### config.mk
export PLATFORM = sky130hd
export DESIGN_NAME = instruction_fetch
export DESIGN_NICKNAME = d
export VERILOG_FILES = /design/src/rtl/instruction_fetch.sv
export SDC_FILE = /design/constraint.sdc
export NUM_CORES = 1
export LEC_CHECK = 0
export BUFFER_PORTS_ARGS = -buffer_cell sky130_fd_sc_hd__buf_2
export CAP_MARGIN = 20
export CORE_ASPECT_RATIO = 0.5
export CORE_UTILIZATION = 48
export DETAILED_ROUTE_END_ITERATION = 12
export HOLD_SLACK_MARGIN = 0.08
export PLACE_DENSITY = 0.91
export SYNTH_ARGS = -nofsm -noshare
export SYNTH_HDL_FRONTEND = slang
export SYNTH_SLANG_ARGS = --single-unit
export TNS_END_PERCENT = 20
### constraint.sdc
create_clock -name clock -period 2.3 [get_ports clock]
set_input_delay 0.23 -clock clock [delete_from_list [all_inputs] [get_ports clock]]
set_output_delay 0.23 -clock clock [all_outputs]
set_load 0.05 [all_outputs]
### src/rtl/instruction_fetch.sv
// instruction_fetch: fetch-side initiator for the synchronous instruction memory.
// Holds the PC, drives the memory word address, waits MEM_LATENCY edges,
// captures the returned word and offers it to decode.
//
// Handshake: instr_valid/instr_ready. An instruction is transferred at a rising
// edge where instr_valid & instr_ready are both high. instr and instr_pc stay
// stable while instr_valid is high and the word has not yet been transferred.
//
// Optional build macro: FETCH_JUMP_FOLD_EN. When it is defined, a jump word
// (opcode 6'b010000) is folded at capture. The word is never shown to decode,
// and the PC is reloaded from its low ADDR_W bits.
module instruction_fetch #(
    parameter int ADDR_W      = 10,
    parameter int DATA_W      = 32,
    parameter int MEM_DEPTH   = 81,
    parameter int MEM_LATENCY = 1
) (
    input  logic              clock,
    input  logic              reset_n,
    input  logic              start,
    input  logic [ADDR_W-1:0] start_addr,
    input  logic              stop,
    input  logic              redirect,
    input  logic [ADDR_W-1:0] redirect_addr,
    output logic [ADDR_W-1:0] mem_address,
    input  logic [DATA_W-1:0] mem_instr,
    output logic [DATA_W-1:0] instr,
    output logic [ADDR_W-1:0] instr_pc,
    output logic              instr_valid,
    input  logic              instr_ready,
    output logic              busy,
    output logic              fault,
    output logic [1:0]        debug_state
);

    typedef enum logic [1:0] {
        IDLE  = 2'd0,
        ISSUE = 2'd1,
        WAIT  = 2'd2,
        HOLD  = 2'd3
    } state_t;

    // One extra bit so that a depth equal to 2^ADDR_W can still be represented.
    localparam logic [ADDR_W:0] DEPTH_L = (ADDR_W+1)'(MEM_DEPTH);
    localparam logic [1:0]      LAT_L   = 2'(MEM_LATENCY);

    state_t            state, state_next;
    logic [ADDR_W-1:0] pc, pc_next;
    logic [1:0]        cnt, cnt_next;
    logic [DATA_W-1:0] instr_q, instr_next;
    logic [ADDR_W-1:0] instr_pc_q, instr_pc_next;
    logic              valid_q, valid_next;
    logic              fault_q, fault_next;
    logic              out_of_range;
    logic              fold_jump;

    assign out_of_range = ({1'b0, pc} >= DEPTH_L);

`ifdef FETCH_JUMP_FOLD_EN
    assign fold_jump = (mem_instr[31:26] == 6'b010000);
`else
    assign fold_jump = 1'b0;
`endif

    // State and datapath registers. Every register clears on asynchronous reset.
    always_ff @(posedge clock or negedge reset_n) begin
        if (!reset_n) begin
            state      <= IDLE;
            pc         <= '0;
            cnt        <= '0;
            instr_q    <= '0;
            instr_pc_q <= '0;
            valid_q    <= 1'b0;
            fault_q    <= 1'b0;
        end else begin
            state      <= state_next;
            pc         <= pc_next;
            cnt        <= cnt_next;
            instr_q    <= instr_next;
            instr_pc_q <= instr_pc_next;
            valid_q    <= valid_next;
            fault_q    <= fault_next;
        end
    end

    // Next-state logic. Outside IDLE the priority is stop, then redirect,
    // then the normal per-state action.
    always_comb begin
        state_next    = state;
        pc_next       = pc;
        cnt_next      = cnt;
        instr_next    = instr_q;
        instr_pc_next = instr_pc_q;
        valid_next    = valid_q;
        fault_next    = fault_q;

        if (state == IDLE) begin
            valid_next = 1'b0;
            if (start) begin
                pc_next    = start_addr;
                fault_next = 1'b0;
                state_next = ISSUE;
            end
        end else if (stop) begin
            valid_next = 1'b0;
            state_next = IDLE;
        end else if (redirect) begin
            // Abandon any read in flight; the word it returns is never captured.
            pc_next    = redirect_addr;
            valid_next = 1'b0;
            cnt_next   = '0;
            state_next = ISSUE;
        end else begin
            case (state)
                ISSUE: begin
                    if (out_of_range) begin
                        fault_next = 1'b1;
                        state_next = IDLE;
                    end else begin
                        cnt_next   = LAT_L;
                        state_next = WAIT;
                    end
                end
                WAIT: begin
                    if (cnt == 2'd1) begin
                        if (fold_jump) begin
                            pc_next    = mem_instr[ADDR_W-1:0];
                            cnt_next   = '0;
                            state_next = ISSUE;
                        end else begin
                            instr_next    = mem_instr;
                            instr_pc_next = pc;
                            valid_next    = 1'b1;
                            state_next    = HOLD;
                        end
                    end else begin
                        cnt_next = cnt - 2'd1;
                    end
                end
                HOLD: begin
                    if (instr_ready) begin
                        valid_next = 1'b0;
                        pc_next    = pc + 1'b1;
                        state_next = ISSUE;
                    end
                end
                default: begin
                    state_next = IDLE;
                end
            endcase
        end
    end

    assign mem_address = pc;
    assign instr       = instr_q;
    assign instr_pc    = instr_pc_q;
    assign instr_valid = valid_q;
    assign fault       = fault_q;
    assign busy        = (state != IDLE);
    assign debug_state = state;

endmodule

==> metrics.md, run 1 <==
| Metric | Value |
|---|---|
| LEAKAGE | 0.002038 uW |
| Number of port buffers | 114 |
| Area growth syn-to-layout | 32.83% |
| Post-Syn Nets | 307 |
| Worst-Skew Late Latency | 0.32 ns |
| Row cnt | 19 |
| Clock buffer depth | 2 |
| Post-DRT Antenna Nets | 0 |
| Critical path endpoint category | register |
| Cts bufs inserted | 9 |
| Effective utilization at floorplan | 0.5063 |
| Mapped Area | 2816 um2 |
| Hold Path Depth | 2 |
| DP Wirelength | 5352 um |
| Mean post-synth cell area | 11.74 um2 |
| Chip Height | 56.17 um |
| Vias/cell | 5.729 |
| RSZ-0062 raised after global routing | no |
| Final min period | 2.123 ns |
| Max Cap Viol | 0 |
| CP max FO | 13 |
| Post-synth cell types | 46 |
| Post-synth EDFFs | 0 |
| Post-route worst setup slack | 0.1770 ns |
| Worst setup SP type | register |
| Pre-antenna DRT Iters | 7 |
| Crit path DAT | 2.29 ns |
| Fillers | 399 |
| Setup Fix Bufs, Post-CTS | 0 |
| Most frequent cells in the layout | buf_2 (114), dfrtp_1 (58), mux2_2 (42), a21oi_1 (17) |
| Sequential cell area fraction in the yosys report | 0.5153 |
| Peak VDD IR | 0.6038 mV |
| CTS tree | built |
| Resized Gates After CTS | 0 |
| Final hold vios | 0 |
| GPL Wtd Cong | 0.8573 |
| Cells after Synth | 240 |
| Placement Setup Slack | 0.2640 ns |
| Root buf cell | clkbuf_16 |
| Worst Tran Pin Value | 0.5659 ns |
| Top_reg_cell synth | dfrtp_1 |
| Synth top area share | 0.5153 |
| Part of the cycle the worst path needs | 0.9231 |
| Final wirelength | 7522 um |
| Pin count of the biggest net entering global routing | 43 |
| Via Count | 2,492 |
| Commonest non-fill, non-tap cell in the layout | buf_2 |
| Core area | 5563 um2 |
| F_max | 471.0 MHz |
| First-pass GRT wire length | 11,950 um |
| Synth Register Bits | 58 |
| H-tree levels | 3 |
| Synth top area cells | dfrtp_1 (52%), mux2_2 (17%), ha_1 (4.0%) |
| Crit Path Category | register to register |
| Layout cells sized above 1 | 0.5028 |
| Largest area contributor in the synthesized netlist | dfrtp_1 |
| Drt drc | 0 |
| Ports | 115 |
| Ant diodes | 0 |
| TritonCTS Sinks | 58 |
| Final Power | 4358 uW |
| Vias in the first global route | 2,455 |
| Initial drt markers | 240 |
| Slew margin rel. | 0.6130 |
| Antenna violations before repair | 0 |
| Final nets | 426 |
| Die ar. | 6197 um2 |
| HP Class | primary input to register |
| Total global routing overflow | 0 |
| Pwr/cell area | 1165 nW/um2 |
| Required time worst endpoint | 2.47 ns |
| Global Route Usage Sum | 0.2586 |
| Slew Viols, Final | 0 |
| Fraction of registers with async set/reset | 1.000 |
| Final setup fails | 0 |
| Clock Skew | 0.003032 ns |
| Setup TNS | 0 ns |
| Worst r2r path cells | 6 |
| WL/cell | 17.29 um |
| Status | complete, no violations |
| Die W | 110.3 um |
| Clock-pin slew on the worst setup and hold paths | 0.05 ns |
| Ys Warns | 0 |
==> worst paths after layout <==
check | start | endpoint | slack (ns)
max in group asynchronous | reset_n | debug_state[0] | 1.22
worst max-delay path | debug_state[0] | mem_address[8] | 0.18
worst min register to register | instr[1] | instr[1] | 0.50
worst max register to register | debug_state[0] | mem_address[8] | 0.18
worst min-delay path | mem_instr[21] | instr[21] | 0.14
min in group asynchronous | reset_n | instr[25] | 0.42
==> timing repair <==
action | CTS | global route
hold endpoints to repair | 22 | 0
hold buffers | 1 | 0
setup endpoints to repair | 0 | 0
==> per-stage QoR <==
stage / hold slack [ns] / util / instances / instance area [um2]
floorplan: -0.06559 / - / 240 / 2818
global placement: 0.2157 / 0.6242 / 420 / 3472
detailed placement: 0.2312 / 0.6242 / 420 / 3472
CTS: 0.1379 / 0.6725 / 435 / 3741
global route: 0.1388 / 0.6725 / 435 / 3741
finish: 0.1419 / 0.6725 / 435 / 3741
==> cell families after synthesis <==
kind of cell / Yosys count / share of synthesized area
muxes: 43 / 0.1715
AOI/OAI and AO/OA: 52 / 0.1248
xor gates and xnor gates: 4 / 0.01244
DFF: 58 / 0.5153
buffers and inverters: 23 / 0.03553
and+or+nand+nor: 51 / 0.1004
adders and majority gates: 9 / 0.03998
==> cells in the mapped netlist, drive strengths merged (5+ instances only) <==
cell	number
buf	8
a21oi	17
nor2	9
o21ai	10
ha	9
dfrtp	58
nand2	8
and3	5
nand3	7
mux2	42
nand2b	6
inv	10
==> power breakdown <==
part | internal (uW) | leakage, uW | total [uW] | switching (uW)
Combinational | 535 | 0.00112 | 1740 | 1210
Sequential | 1200 | 0.000783 | 1460 | 266
Clock | 734 | 0.000134 | 1150 | 418
==> state kept, by name (all words and copies together) (netlist names) <==
signal / flops
debug_state: 2
mem_address: 10
cnt: 2
instr_pc: 10
fault: 1
instr_valid: 1
instr: 32
==> final cells by class <==
type / instances / area (um2) / area share
Clock buffer: 10 / 239.0 / 0.06388
Timing Repair Buffer: 120 / 630.6 / 0.1686
Clock inverter: 4 / 20.02 / 0.005351
Multi-Input combinational cell: 159 / 1266 / 0.3385
Tap cell: 73 / 91.34 / 0.02441
Inverter: 11 / 42.54 / 0.01137
Sequential cell: 58 / 1451 / 0.3880
==> worst max-delay path: stages (launching register included) <==
cell and delay, ns:
dfrtp_1 0.46, inv_1 0.13, ha_1 0.43, clkinv_2 0.24
o211a_1 0.28, a222oi_1 0.29, o21ai_0 0.14
==> metal layers <==
metal  global-route usage  wire length (um)  vias to the layer above
met3              0.06440               418                       20
li1                     -                 -                     1104
met1               0.3036              2979                     1237
met5                    0                 0                        -
met2               0.4694              3985                      131
met4              0.06767               138                        0
No activity file was read; power rests on OpenSTA's default activity.
==> run 2: changes to the inputs <==
- CORE_UTILIZATION: 48 -> 43
- PLACE_DENSITY: 0.91 -> 0.86
- clock period: 2.3 -> 1.87 ns (I/O delays scaled with it)
==> run 2 against run 1 <==
  * Flip-flop and latch count did not move
  * Cell count rose by 6.0%
  * Sequential power rose by 22%
  * Worst setup slack got worse by 0.082 ns
  * Die area rose by 11%
  * Utilization fell by 4.9 points
  * Non-clock buffer count rose by 9
==> metrics.md, run 2 (synthesis results as in run 1) <==
| Metric | Value |
|---|---|
| CP max stage cell | dfrtp_2 |
| Worst-path cell chain | ha_1 -> nand4_1 -> o21ai_1 -> or3b_1 -> a221o_1 |
| Peak VDD IR | 0.4866 mV |
| Crit path DAT | 1.97 ns |
| Layout cells sized above 1 | 0.5442 |
| First-pass GRT wire length | 10,470 um |
| LEAKAGE | 0.002070 uW |
| Hold WS | 0.1012 ns |
| Row cnt | 20 |
| Final nets | 435 |
| Pwr/cell area | 1403 nW/um2 |
| Ports | 115 |
| Clock buffer depth | 2 |
| Max Cap Viol | 0 |
| CTS tree | built |
| Final setup fails | 0 |
| Cts bufs inserted | 9 |
| Slew margin rel. | 0.5575 |
| Chip Height | 59.23 um |
| Worst setup SP type | register |
| Vias/cell | 5.061 |
| F_max | 563.4 MHz |
| Initial drt markers | 186 |
| Worst-Skew Late Latency | 0.32 ns |
| DP Wirelength | 4805 um |
| Pin count of the biggest net entering global routing | 43 |
| Final non-filler cell area | 3855 um2 |
| Final wirelength | 6423 um |
| Global Route Usage Sum | 0.2050 |
| Total global routing overflow | 0 |
| Die ar. | 6897 um2 |
| Die W | 116.5 um |
| Antenna violations before repair | 0 |
| Final hold vios | 0 |
| Root buf cell | clkbuf_16 |
| HP Class | primary input to register |
| Clock Skew | 0.004923 ns |
| Effective utilization at floorplan | 0.4557 |
| Vias in the first global route | 2,251 |
| HP Start | mem_instr[10] |
| Max stage delay on crit path | 0.42 ns |
| Worst Tran Pin Value | 0.6638 ns |
| Instance area at placement | 3560 um2 |
| Most frequent cells in the layout | buf_2 (114), dfrtp_1 (48), mux2_2 (42), a21oi_1 (17), buf_4 (13) |
| Crit path from | mem_address[0] |
| Pre-antenna DRT Iters | 4 |
| Clock-pin slew on the worst setup and hold paths | 0.05 ns |
| Status | complete, no violations |
| Final min period | 1.775 ns |
| FF-to-FF Start | mem_address[0] |
| Via Count | 2,333 |
| Crit Path Category | register to register |
| Max reg flops | 32 |
| Slew Viols, Final | 0 |
| Part of the cycle the worst path needs | 0.9491 |
| Ant diodes | 0 |
| Number of port buffers | 114 |
| WL/cell | 13.93 um |
| Required time worst endpoint | 2.07 ns |
| Critical path endpoint category | register |
| CP max FO | 6 |
| Commonest non-fill, non-tap cell in the layout | buf_2 |
| Drt drc | 0 |
| H-tree levels | 3 |
| RSZ-0062 raised after global routing | yes |
| TritonCTS Sinks | 58 |
| Core area | 6181 um2 |
| Post-DRT Antenna Nets | 0 |
| Area growth syn-to-layout | 36.87% |
| GPL Wtd Cong | 0.9030 |
-- run 2: repair_timing --
item | in CTS | in global routing
endpoints found under the setup margin | 0 | 9
hold buffers | 1 | 0
hold endpoints to repair | 27 | 0
setup buffers | 0 | 2
resized for setup | 0 | 4
-- run 2: critical path, delay by kind of cell, from the launching register on --
family | cells | cell delay [ns]
and+or+nand+nor | 2 | 0.55
AOI/OAI and AO/OA | 2 | 0.46
adders and majority gates | 1 | 0.23
DFF | 1 | 0.42
-- run 2: layout make-up --
| type | count | area (um2) |
|---|---|---|
| Multi-Input combinational cell | 159 | 1271 |
| Tap cell | 88 | 110.1 |
| Fill cell | 525 | 2326 |
| Inverter | 11 | 46.29 |
| Clock inverter | 3 | 15.01 |
| Clock buffer | 13 | 250.2 |
| Timing Repair Buffer | 129 | 698.2 |
| Sequential cell | 58 | 1464 |
-- run 2: report_power, final --
part	switching (uW)	total (uW)	internal [uW]
logic	1450	2190	747
clock network	509	1430	923
registers	285	1780	1500
total	2240	5410	3170
-- run 2: worst paths after layout --
kind	endpoint	slack, ns	cells after the start
hold / removal	instr[10]	0.10	2
setup / recovery	mem_address[6]	0.1	5
min in group asynchronous	debug_state[1]	0.42	2
setup reg to reg	mem_address[6]	0.1	5
max in group asynchronous	instr[15]	0.78	3
hold reg to reg	instr[11]	0.50	1
-- run 2: per-stage QoR --
step / util / setup WS, ns / cells / total power, uW / setup TNS [ns]
finish: 0.6237 / 0.09517 / 461 / 5407 / 0
detailed placement: 0.5759 / 0.04771 / 442 / 3938 / 0
global placement: 0.5759 / 0.09288 / 442 / 3902 / 0
global route: 0.6237 / -0.005097 / 461 / 5717 / -0.005097
floorplan: - / 0.009709 / 240 / 3325 / 0
CTS: 0.6204 / 0.03737 / 459 / 5394 / 0
-- run 2: per-layer routing --
| layer | routed length [um] | GRT usage | vias to the layer above |
|---|---|---|---|
| li1 | - | - | 1131 |
| met1 | 2714 | 0.2409 | 1136 |
| met2 | 3385 | 0.3559 | 60 |
| met3 | 258 | 0.06442 | 6 |
| met4 | 64 | 0.08059 | 0 |
| met5 | 0 | 0 | - |
==> run 3: changes to the inputs <==
--- a/config.mk
+++ b/config.mk
@@ -9,8 +9,8 @@
 export CAP_MARGIN = 20
 export CORE_ASPECT_RATIO = 0.5
-export CORE_UTILIZATION = 43
+export CORE_UTILIZATION = 30
 export DETAILED_ROUTE_END_ITERATION = 12
 export HOLD_SLACK_MARGIN = 0.08
-export PLACE_DENSITY = 0.86
+export PLACE_DENSITY = 0.67
 export SYNTH_ARGS = -nofsm -noshare
 export SYNTH_HDL_FRONTEND = slang
==> constraint.sdc (replaced) <==
create_clock -name clock -period 1.87 [get_ports clock]
set_input_delay 0.187 -clock clock [delete_from_list [all_inputs] [get_ports clock]]
set_output_delay 0.187 -clock clock [all_outputs]
set_load 0.01 [all_outputs]
==> run 3 against run 2 <==
  * Flip-flop and latch count did not move
  * Highest routed layer unchanged
  * The run now ends with DRC left
  * Global-route usage down 5.0 points
  * First-iteration DRC count fell by 44%
  * Die area is 42% higher
  * Largest power group is now clock
  * Sequential share of layout area down 2.2 points
  * Largest cell class unchanged
  * Count of clock-buffer cells in the layout decreased by 2
==> metrics.md, run 3 (synthesis results as in run 1) <==
| Metric | Value |
|---|---|
| Status | finished, violations left |
| Failing checks | DRC |
| Required time worst endpoint | 2.08 ns |
| Clock Skew | 0.007573 ns |
| Most frequent cells in the layout | buf_2 (114), dfrtp_1 (58), mux2_2 (42), a21oi_1 (17), buf_4 (17) |
| Hold worst-path end | instr[30] |
| Initial drt markers | 105 |
| Clock buffer depth | 2 |
| Worst r2r path cells | 5 |
| Global Route Usage Sum | 0.1549 |
| Worst-path cell chain | ha_1 -> nand4_1 -> o21ai_0 -> or3b_1 -> a221o_1 |
| Max reg flops | 32 |
| Final nets | 447 |
| Cts bufs inserted | 9 |
| Pre-antenna DRT Iters | 10 |
| Max stage delay on crit path | 0.41 ns |
| Root buf cell | clkbuf_16 |
| GPL Wtd Cong | 0.8766 |
| Peak VDD IR | 0.5220 mV |
| Post-layout util | 0.4554 |
| WL/cell | 14.50 um |
| Die W | 139.0 um |
| First-pass GRT wire length | 11,650 um |
| Die ar. | 9803 um2 |
| Final setup fails | 0 |
| CTS tree | built |
| Max Cap Viol | 0 |
| Part of the cycle the worst path needs | 0.9539 |
| Antenna violations before repair | 0 |
| Area growth syn-to-layout | 44.20% |
| Worst setup SP type | register |
| Setup Fix Bufs, Post-CTS | 0 |
| Hold Path Depth | 2 |
| DP Wirelength | 5414 um |
| LEAKAGE | 0.002164 uW |
| Pint | 3480 uW |
| Clock-pin slew on the worst setup and hold paths | 0.05 ns |
| TritonCTS Sinks | 58 |
| Vias in the first global route | 2,342 |
| R2R Path End | mem_address[6] |
| Setup TNS | 0 ns |
| Number of port buffers | 114 |
| HP Start | mem_instr[30] |
| Reg power frac | 0.322 |
| Slew Viols, Final | 0 |
| Final Power | 5151 uW |
| Via Count | 2,395 |
| HP Class | primary input to register |
| Total global routing overflow | 0 |
| CP max stage cell | dfrtp_1 |
| Layout cells sized above 1 | 0.5221 |
| CP max FO | 5 |
| R2R Setup Slk | 0.09 ns |
| Ports | 115 |
| FF-to-FF Start | mem_address[1] |
| Post-DRT Antenna Nets | 0 |
| Net Switching | 1671 uW |
| Placement Setup Slack | 0.08264 ns |
| Clock network power share | 0.342 |
| Drt drc | 3 |
| Final wirelength | 7277 um |
| RSZ-0062 raised after global routing | yes |
| Crit path DAT | 1.99 ns |
| Core area | 8919 um2 |
| Vias/cell | 4.771 |
| Hold WS | 0.08765 ns |
| Crit Path Category | register to register |
| Worst Tran Pin Value | 0.5578 ns |
| Row cnt | 24 |
| Slew margin rel. | 0.6242 |
| Critical path endpoint category | register |
| Fillers | 851 |
| Post-route worst setup slack | 0.08620 ns |
| H-tree levels | 3 |
| Final hold vios | 0 |
| Switch share | 0.3245 |
| Pwr/cell area | 1268 nW/um2 |
| Commonest non-fill, non-tap cell in the layout | buf_2 |
| Chip Height | 70.52 um |
| Effective utilization at floorplan | 0.3158 |
| F_max | 560.6 MHz |
| Ant diodes | 0 |
| Pin count of the biggest net entering global routing | 24 |
| Final min period | 1.784 ns |
| Worst-Skew Late Latency | 0.33 ns |
| Comb pwr share | 0.336 |
run 3: changes by cell type in the layout (fill, tap and decap cells not counted), sizes merged:
cell / previous run / this run
clkinvlp: 0 / 1
clkinv: 4 / 3
dlygate4sd3: 1 / 7
buf: 128 / 134
clkbuf: 13 / 11
bufinv: 0 / 2
run 3: power groups by stage:
stage	clock, uW	combinational, uW	sequential (uW)
2_1_floorplan	0	842	1790
3_3_place_gp	0	1680	1670
3_5_place_dp	0	1700	1670
4_1_cts	1800	1730	1660
5_1_grt	1870	1890	1690
6_report	1760	1730	1660
run 3: layout make-up:
cell class              count  area (um2)  area share
multi-input cells         159        1272      0.3133
clock inverters             5       77.57     0.01910
flip-flops and latches     58        1451      0.3574
well taps                 117       146.4     0.03604
clock buffers              11       242.7     0.05977
repair buffers            141       828.3      0.2039
inverters                  11       42.54     0.01047
run 3: worst max path at each step:
stage / endpoint / slack [ns] / start
3_5_place_dp: mem_address[6] / 0.08 / mem_address[1]
2_1_floorplan: mem_address[8] / 0.05 / debug_state[0]
4_1_cts: busy / 0.02 / debug_state[0]
5_1_grt: mem_address[6] / -0.01 / mem_address[1]
3_3_place_gp: mem_address[3] / 0.08 / debug_state[0]
6_report: mem_address[6] / 0.09 / mem_address[1]
run 3: routing by layer:
layer / share of wire / track usage
met1: 0.42 / 0.1787
met2: 0.53 / 0.2772
met3: 0.040 / 0.04321
met4: 0.013 / 0.05802
met5: 0 / 0
run 3: stage by stage:
| stage | cell area [um2] | cells |
|---|---|---|
| 3_5_place_dp | 3665 | 479 |
| 6_report | 4061 | 502 |
| 2_1_floorplan | 2818 | 240 |
| 3_3_place_gp | 3665 | 479 |
| 5_1_grt | 4061 | 502 |
| 4_1_cts | 4045 | 501 |
run 3: repair_timing:
| item | in CTS | in global routing |
|---|---|---|
| endpoints found under the hold margin | 18 | 1 |
| gates resized for setup | 0 | 3 |
| setup endpoints to repair | 0 | 7 |
| hold buffers | 6 | 1 |
run 3: worst max-delay path: cells and delay by family, from the launching register on:
family                   cells  cell delay [ns]
AND/OR/NAND/NOR              2             0.55
adder cells (fa/ha/maj)      1             0.24
flip-flops                   1             0.41
AO/OA/AOI/OAI                2             0.47
